### src/rtl/uart_tx_fifo.sv
// uart_tx_fifo
// 8N1 UART transmitter fed by a byte FIFO. Writes are queued while the FIFO
// has room; the transmit FSM pops one byte per frame and sends frames
// back-to-back with no idle gap while bytes are queued.
//
// Ports
//   i_Clock      : single clock, rising edge
//   i_Reset      : synchronous active-high reset
//   i_Tx_DV      : write strobe, pushes i_Tx_Byte when o_Tx_Ready is high
//   i_Tx_Byte    : byte to transmit
//   o_Tx_Ready   : FIFO not full
//   o_Tx_Serial  : UART line, idle high
//   o_Tx_Active  : high while a frame is on the line
//   o_Tx_Done    : one-cycle pulse after each completed frame
//   o_Fifo_Count : occupied FIFO entries, 0..FIFO_DEPTH
module uart_tx_fifo #(
    parameter int CLKS_PER_BIT = 434,
    parameter int FIFO_DEPTH   = 16
) (
    input  logic                        i_Clock,
    input  logic                        i_Reset,
    input  logic                        i_Tx_DV,
    input  logic [7:0]                  i_Tx_Byte,
    output logic                        o_Tx_Ready,
    output logic                        o_Tx_Serial,
    output logic                        o_Tx_Active,
    output logic                        o_Tx_Done,
    output logic [$clog2(FIFO_DEPTH):0] o_Fifo_Count
);

    localparam int ADDR_W = $clog2(FIFO_DEPTH);
    localparam int CNT_W  = $clog2(CLKS_PER_BIT);
    localparam logic [CNT_W-1:0] LAST_CLK   = CNT_W'(CLKS_PER_BIT - 1);
    localparam logic [ADDR_W:0]  FULL_COUNT = (ADDR_W + 1)'(FIFO_DEPTH);

    typedef enum logic [1:0] {IDLE, START, DATA, STOP} state_t;

    state_t            state;
    state_t            state_next;
    logic [7:0]        fifo_mem [FIFO_DEPTH];
    logic [ADDR_W-1:0] wr_ptr;
    logic [ADDR_W-1:0] rd_ptr;
    logic [CNT_W-1:0]  clk_cnt;
    logic [2:0]        bit_idx;
    logic [7:0]        shift_reg;
    logic              push;
    logic              pop;
    logic              fifo_empty;
    logic              bit_end;
    logic              stop_done_q;

    assign o_Tx_Ready = (o_Fifo_Count != FULL_COUNT);
    assign fifo_empty = (o_Fifo_Count == '0);
    assign bit_end    = (clk_cnt == LAST_CLK);

    // A write during reset is ignored; a write while full is dropped even
    // if the FSM pops on the same edge, because o_Tx_Ready reflects the
    // count before that edge.
    assign push = i_Tx_DV && o_Tx_Ready && !i_Reset;

    always_ff @(posedge i_Clock) begin
        if (push) begin
            fifo_mem[wr_ptr] <= i_Tx_Byte;
        end
    end

    always_ff @(posedge i_Clock) begin
        if (i_Reset) begin
            wr_ptr       <= '0;
            rd_ptr       <= '0;
            o_Fifo_Count <= '0;
        end else begin
            if (push) begin
                wr_ptr <= wr_ptr + 1'b1;
            end
            if (pop) begin
                rd_ptr <= rd_ptr + 1'b1;
            end
            case ({push, pop})
                2'b10:   o_Fifo_Count <= o_Fifo_Count + 1'b1;
                2'b01:   o_Fifo_Count <= o_Fifo_Count - 1'b1;
                default: o_Fifo_Count <= o_Fifo_Count;
            endcase
        end
    end

    always_ff @(posedge i_Clock) begin
        if (i_Reset) begin
            state <= IDLE;
        end else begin
            state <= state_next;
        end
    end

    // The stop bit's last cycle chains straight into the next START when a
    // byte is waiting, which gives gap-free back-to-back frames.
    always_comb begin
        state_next = state;
        pop        = 1'b0;
        case (state)
            IDLE: begin
                if (!fifo_empty) begin
                    pop        = 1'b1;
                    state_next = START;
                end
            end
            START: begin
                if (bit_end) begin
                    state_next = DATA;
                end
            end
            DATA: begin
                if (bit_end && bit_idx == 3'd7) begin
                    state_next = STOP;
                end
            end
            STOP: begin
                if (bit_end) begin
                    if (!fifo_empty) begin
                        pop        = 1'b1;
                        state_next = START;
                    end else begin
                        state_next = IDLE;
                    end
                end
            end
            default: state_next = IDLE;
        endcase
    end

    always_ff @(posedge i_Clock) begin
        if (i_Reset) begin
            clk_cnt   <= '0;
            bit_idx   <= '0;
            shift_reg <= '0;
        end else begin
            if (pop) begin
                shift_reg <= fifo_mem[rd_ptr];
            end
            if (state == IDLE || bit_end) begin
                clk_cnt <= '0;
            end else begin
                clk_cnt <= clk_cnt + 1'b1;
            end
            if (state != DATA) begin
                bit_idx <= '0;
            end else if (bit_end) begin
                bit_idx <= (bit_idx == 3'd7) ? 3'd0 : bit_idx + 3'd1;
            end
        end
    end

    // Line outputs are registered from the current state, so the line trails
    // the state register by one cycle. The done pulse is delayed one more
    // stage so it lands on the cycle after the stop bit has fully left the
    // line.
    always_ff @(posedge i_Clock) begin
        if (i_Reset) begin
            o_Tx_Serial <= 1'b1;
            o_Tx_Active <= 1'b0;
            o_Tx_Done   <= 1'b0;
            stop_done_q <= 1'b0;
        end else begin
            case (state)
                START:   o_Tx_Serial <= 1'b0;
                DATA:    o_Tx_Serial <= shift_reg[bit_idx];
                default: o_Tx_Serial <= 1'b1;
            endcase
            o_Tx_Active <= (state != IDLE);
            stop_done_q <= (state == STOP) && bit_end;
            o_Tx_Done   <= stop_done_q;
        end
    end

endmodule

### config.mk
export PLATFORM = sky130hd
export DESIGN_NAME = uart_tx_fifo
export DESIGN_NICKNAME = d
export VERILOG_FILES = /design/src/rtl/uart_tx_fifo.sv
export SDC_FILE = /design/constraint.sdc
export NUM_CORES = 1
export LEC_CHECK = 0
export CAP_MARGIN = 20
export CORE_MARGIN = 10
export CORE_UTILIZATION = 57
export DETAILED_ROUTE_END_ITERATION = 16
export PLACE_DENSITY = 0.79
export SLEW_MARGIN = 20
export SYNTH_ARGS = -nofsm -noshare
export SYNTH_HDL_FRONTEND = slang
export SYNTH_SLANG_ARGS = --single-unit
### constraint.sdc
create_clock -name i_Clock -period 3.45 [get_ports i_Clock]
set_input_delay 0.345 -clock i_Clock [delete_from_list [all_inputs] [get_ports i_Clock]]
set_output_delay 0.345 -clock i_Clock [all_outputs]
set_load 0.005 [all_outputs]
==> results.md <==
* Status: completed
* Metal3 WL at 876 um
* Die height at 130 um
* Dominant synthesized flop cell: edfxtp_1
* Comb pwr share at 0.194
* R2R depth at 11
* CP Data Required Time at 3.81 ns
* Remaining Overflow, GRT at 0
* Wirelength per Cell at 20.2 um
* Startpoint Class: flip-flop
* Fmax achieved at 0.316 GHz
* Mean post-synth cell area at 15.1 um2
* Setup violators final at 0
* Normalized max-slew margin at 0.431
* Synth Warn # at 0
* Area Overhead vs Synth at 13.6%
* Clock share of power at 0.349
* First-pass GRT wire length at 20500 um
* DRT Wirelength at 12900 um
* Vias per cell at 5.98
* Setup TNS Final at 0 ns
* Max_cap viols at 0
* Number of flops mapped to enable cells by yosys at 128
* Leading cell type in the layout, fill and taps excluded: edfxtp_1
* Setup Skew at 0.00841 ns
* Synth Net Count at 483
* Seq pwr share at 0.457
* RSZ-0062 raised after global routing: false
* CTS tree: yes
* Final RePlAce weighted congestion at 0.831
* Initial core utilization at 0.592
* Dpl hpwl at 8460 um
* Num rows at 39
* Kind of critical path: reg2reg
* Switching power at 0.00142 W
* CP endpoint kind: flip-flop
* Slew Viols, Final at 0
* Net Sw Frac at 0.270
* Resized cells post-CTS at 0
* Share of layout cells above drive strength 1 at 0.153
* H-tree depth at 4
* Synthesized flop and latch total at 167
* Power density over the cells at 674 mW/mm2
* Vias at 3823
* Root Buffer: clkbuf_16
* Fill cells at 784
* Drt drc at 0
* Longest Clk Path Bufs at 2
* Ys async rst share at 0
* Final hold vios at 0
* Int Pwr at 0.00383 W
* Arr. time, crit path at 3.52 ns
* Vias in the first global route at 3804
* Worst slew pin tran at 0.851 ns
* Seq/Total Area, Yosys at 0.675
* Hold Path Class: reg2reg
* Die Area at 0.0168 mm2
* DRT met1 WL at 5600 um
* Clk sinks at 167
* Total GRT Usage at 0.165
* Die X at 130 um
* Synth unique cells at 44
* Total power draw at 0.00525 W
* Maximum vdd drop at 0.488 mV
* Metal2 WL at 6170 um
* Nets at 513
* Worst skew pair latency at 0.43 ns
* Port buffer count at 19
* Hold depth at 1
* Ports at 20
* Ant. Diodes at 0
* Core Region at 0.0116 mm2
* Synth Instances at 453
* Hold buffer count at cts at 0
* Max reg flops at 128
* Hold WS at 0.450 ns
* CTS clk-pin slew, worst paths at 0.06 ns
* Antenna viol nets, final at 0
* Max Used Layer: met4
* Initial DRC Count at 335
* Detailed Routing Iterations Pass 1 at 4
* Post-CTS Setup Bufs at 0
* CTS buffer count at 17
* Period minus WS final at 3.16 ns
* Mapped Area at 0.00685 mm2
* Initial antenna violation count at 0
* Most frequent cells in the layout: edfxtp_1 (128), nor2_1 (48), dfxtp_1 (38), nand2_1 (32), mux2i_1 (27)
* Largest net degree at the start of global routing at 30
* Final period util at 0.916
* Critical path fanouts, max at 5
* Lkg Pwr at 2.50 nW
synthesized netlist by cell type, types with 2 or more instances:
cell       instances  share of area
edfxtp_1         128           0.56
nor2_1            48          0.026
dfxtp_1           39           0.11
nand2_1           32          0.018
mux2i_1           27          0.039
a21oi_1           22          0.016
mux4_2            20          0.066
ha_1              18          0.033
xnor2_1           10          0.013
clkbuf_1           9         0.0049
inv_1              8         0.0044
mux2_2             8          0.013
a311oi_1           7         0.0090
o2111ai_1          7         0.0090
o221ai_1           7         0.0090
buf_2              6         0.0044
nand3_1            6         0.0044
nor3_1             6         0.0044
xor2_1             6         0.0077
nand2b_1           5         0.0046
buf_4              3         0.0033
nor2b_1            3         0.0027
o21ai_0            3         0.0022
a211oi_1           2         0.0022
a21o_1             2         0.0022
nand4_1            2         0.0018
or3_1              2         0.0018
through the flow:
step                instances   util  setup WS [ns]  instance area [um2]
finish                    639  0.673          0.289                 7780
global route              639  0.673         0.0417                 7780
CTS                       639  0.673          0.313                 7780
detailed placement        607  0.623          0.312                 7200
global placement          607  0.623          0.453                 7200
floorplan                 453      -          0.411                 6850
worst max-delay path: stages (launching register included):
cell	delay, ns
dfxtp_1	0.37
nor4_1	0.56
and2b_1	0.30
or3_4	0.18
inv_2	0.04
ha_1	0.26
fa_1	0.43
a21o_1	0.20
a21oi_1	0.16
xor2_1	0.10
or3_1	0.33
a21oi_1	0.15
layout make-up:
type	count	area [um2]	area share
timing repair buffer	32	288	0.0370
sequential	167	4630	0.595
clock buffer	17	425	0.0547
inverter	9	33.8	0.00434
multi-input combinational	256	2080	0.267
tap	143	179	0.0230
clock inverter	15	149	0.0191
power groups by stage:
| stage | clock, W | combinational, W | sequential [W] |
|---|---|---|---|
| floorplan | 0 | 0.000758 | 0.00240 |
| global placement | 0 | 0.000977 | 0.00243 |
| detailed placement | 0 | 0.00101 | 0.00244 |
| CTS | 0.00186 | 0.00102 | 0.00240 |
| global route | 0.00195 | 0.00113 | 0.00242 |
| finish | 0.00183 | 0.00102 | 0.00240 |
cell families (layout without fill, tap and decap cells):
family / after synthesis / count (layout) / synth area share
DFF: 167 / 167 / 0.675
and+or+nand+nor: 113 / 113 / 0.0762
muxes: 55 / 55 / 0.118
AOI/OAI and AO/OA: 53 / 53 / 0.0526
buffers and inverters: 30 / 73 / 0.0210
adders and majority gates: 19 / 19 / 0.0358
xor gates and xnor gates: 16 / 16 / 0.0205
metal layers:
layer / vias to the layer above / track usage
met1: 1890 / 0.209
met5: - / 0
met2: 130 / 0.256
li1: 1786 / -
met4: 0 / 0.0681
met3: 17 / 0.0563
path summary, 6_finish.rpt:
path	startpoint	to	slack, ns
setup / recovery	o_Fifo_Count[0]	o_Fifo_Count[4]	0.29
hold / removal	stop_done_q	o_Tx_Done	0.45
setup reg to reg	o_Fifo_Count[0]	o_Fifo_Count[4]	0.29
hold reg to reg	stop_done_q	o_Tx_Done	0.45
Note: power is estimated with default switching activity, not from simulation.
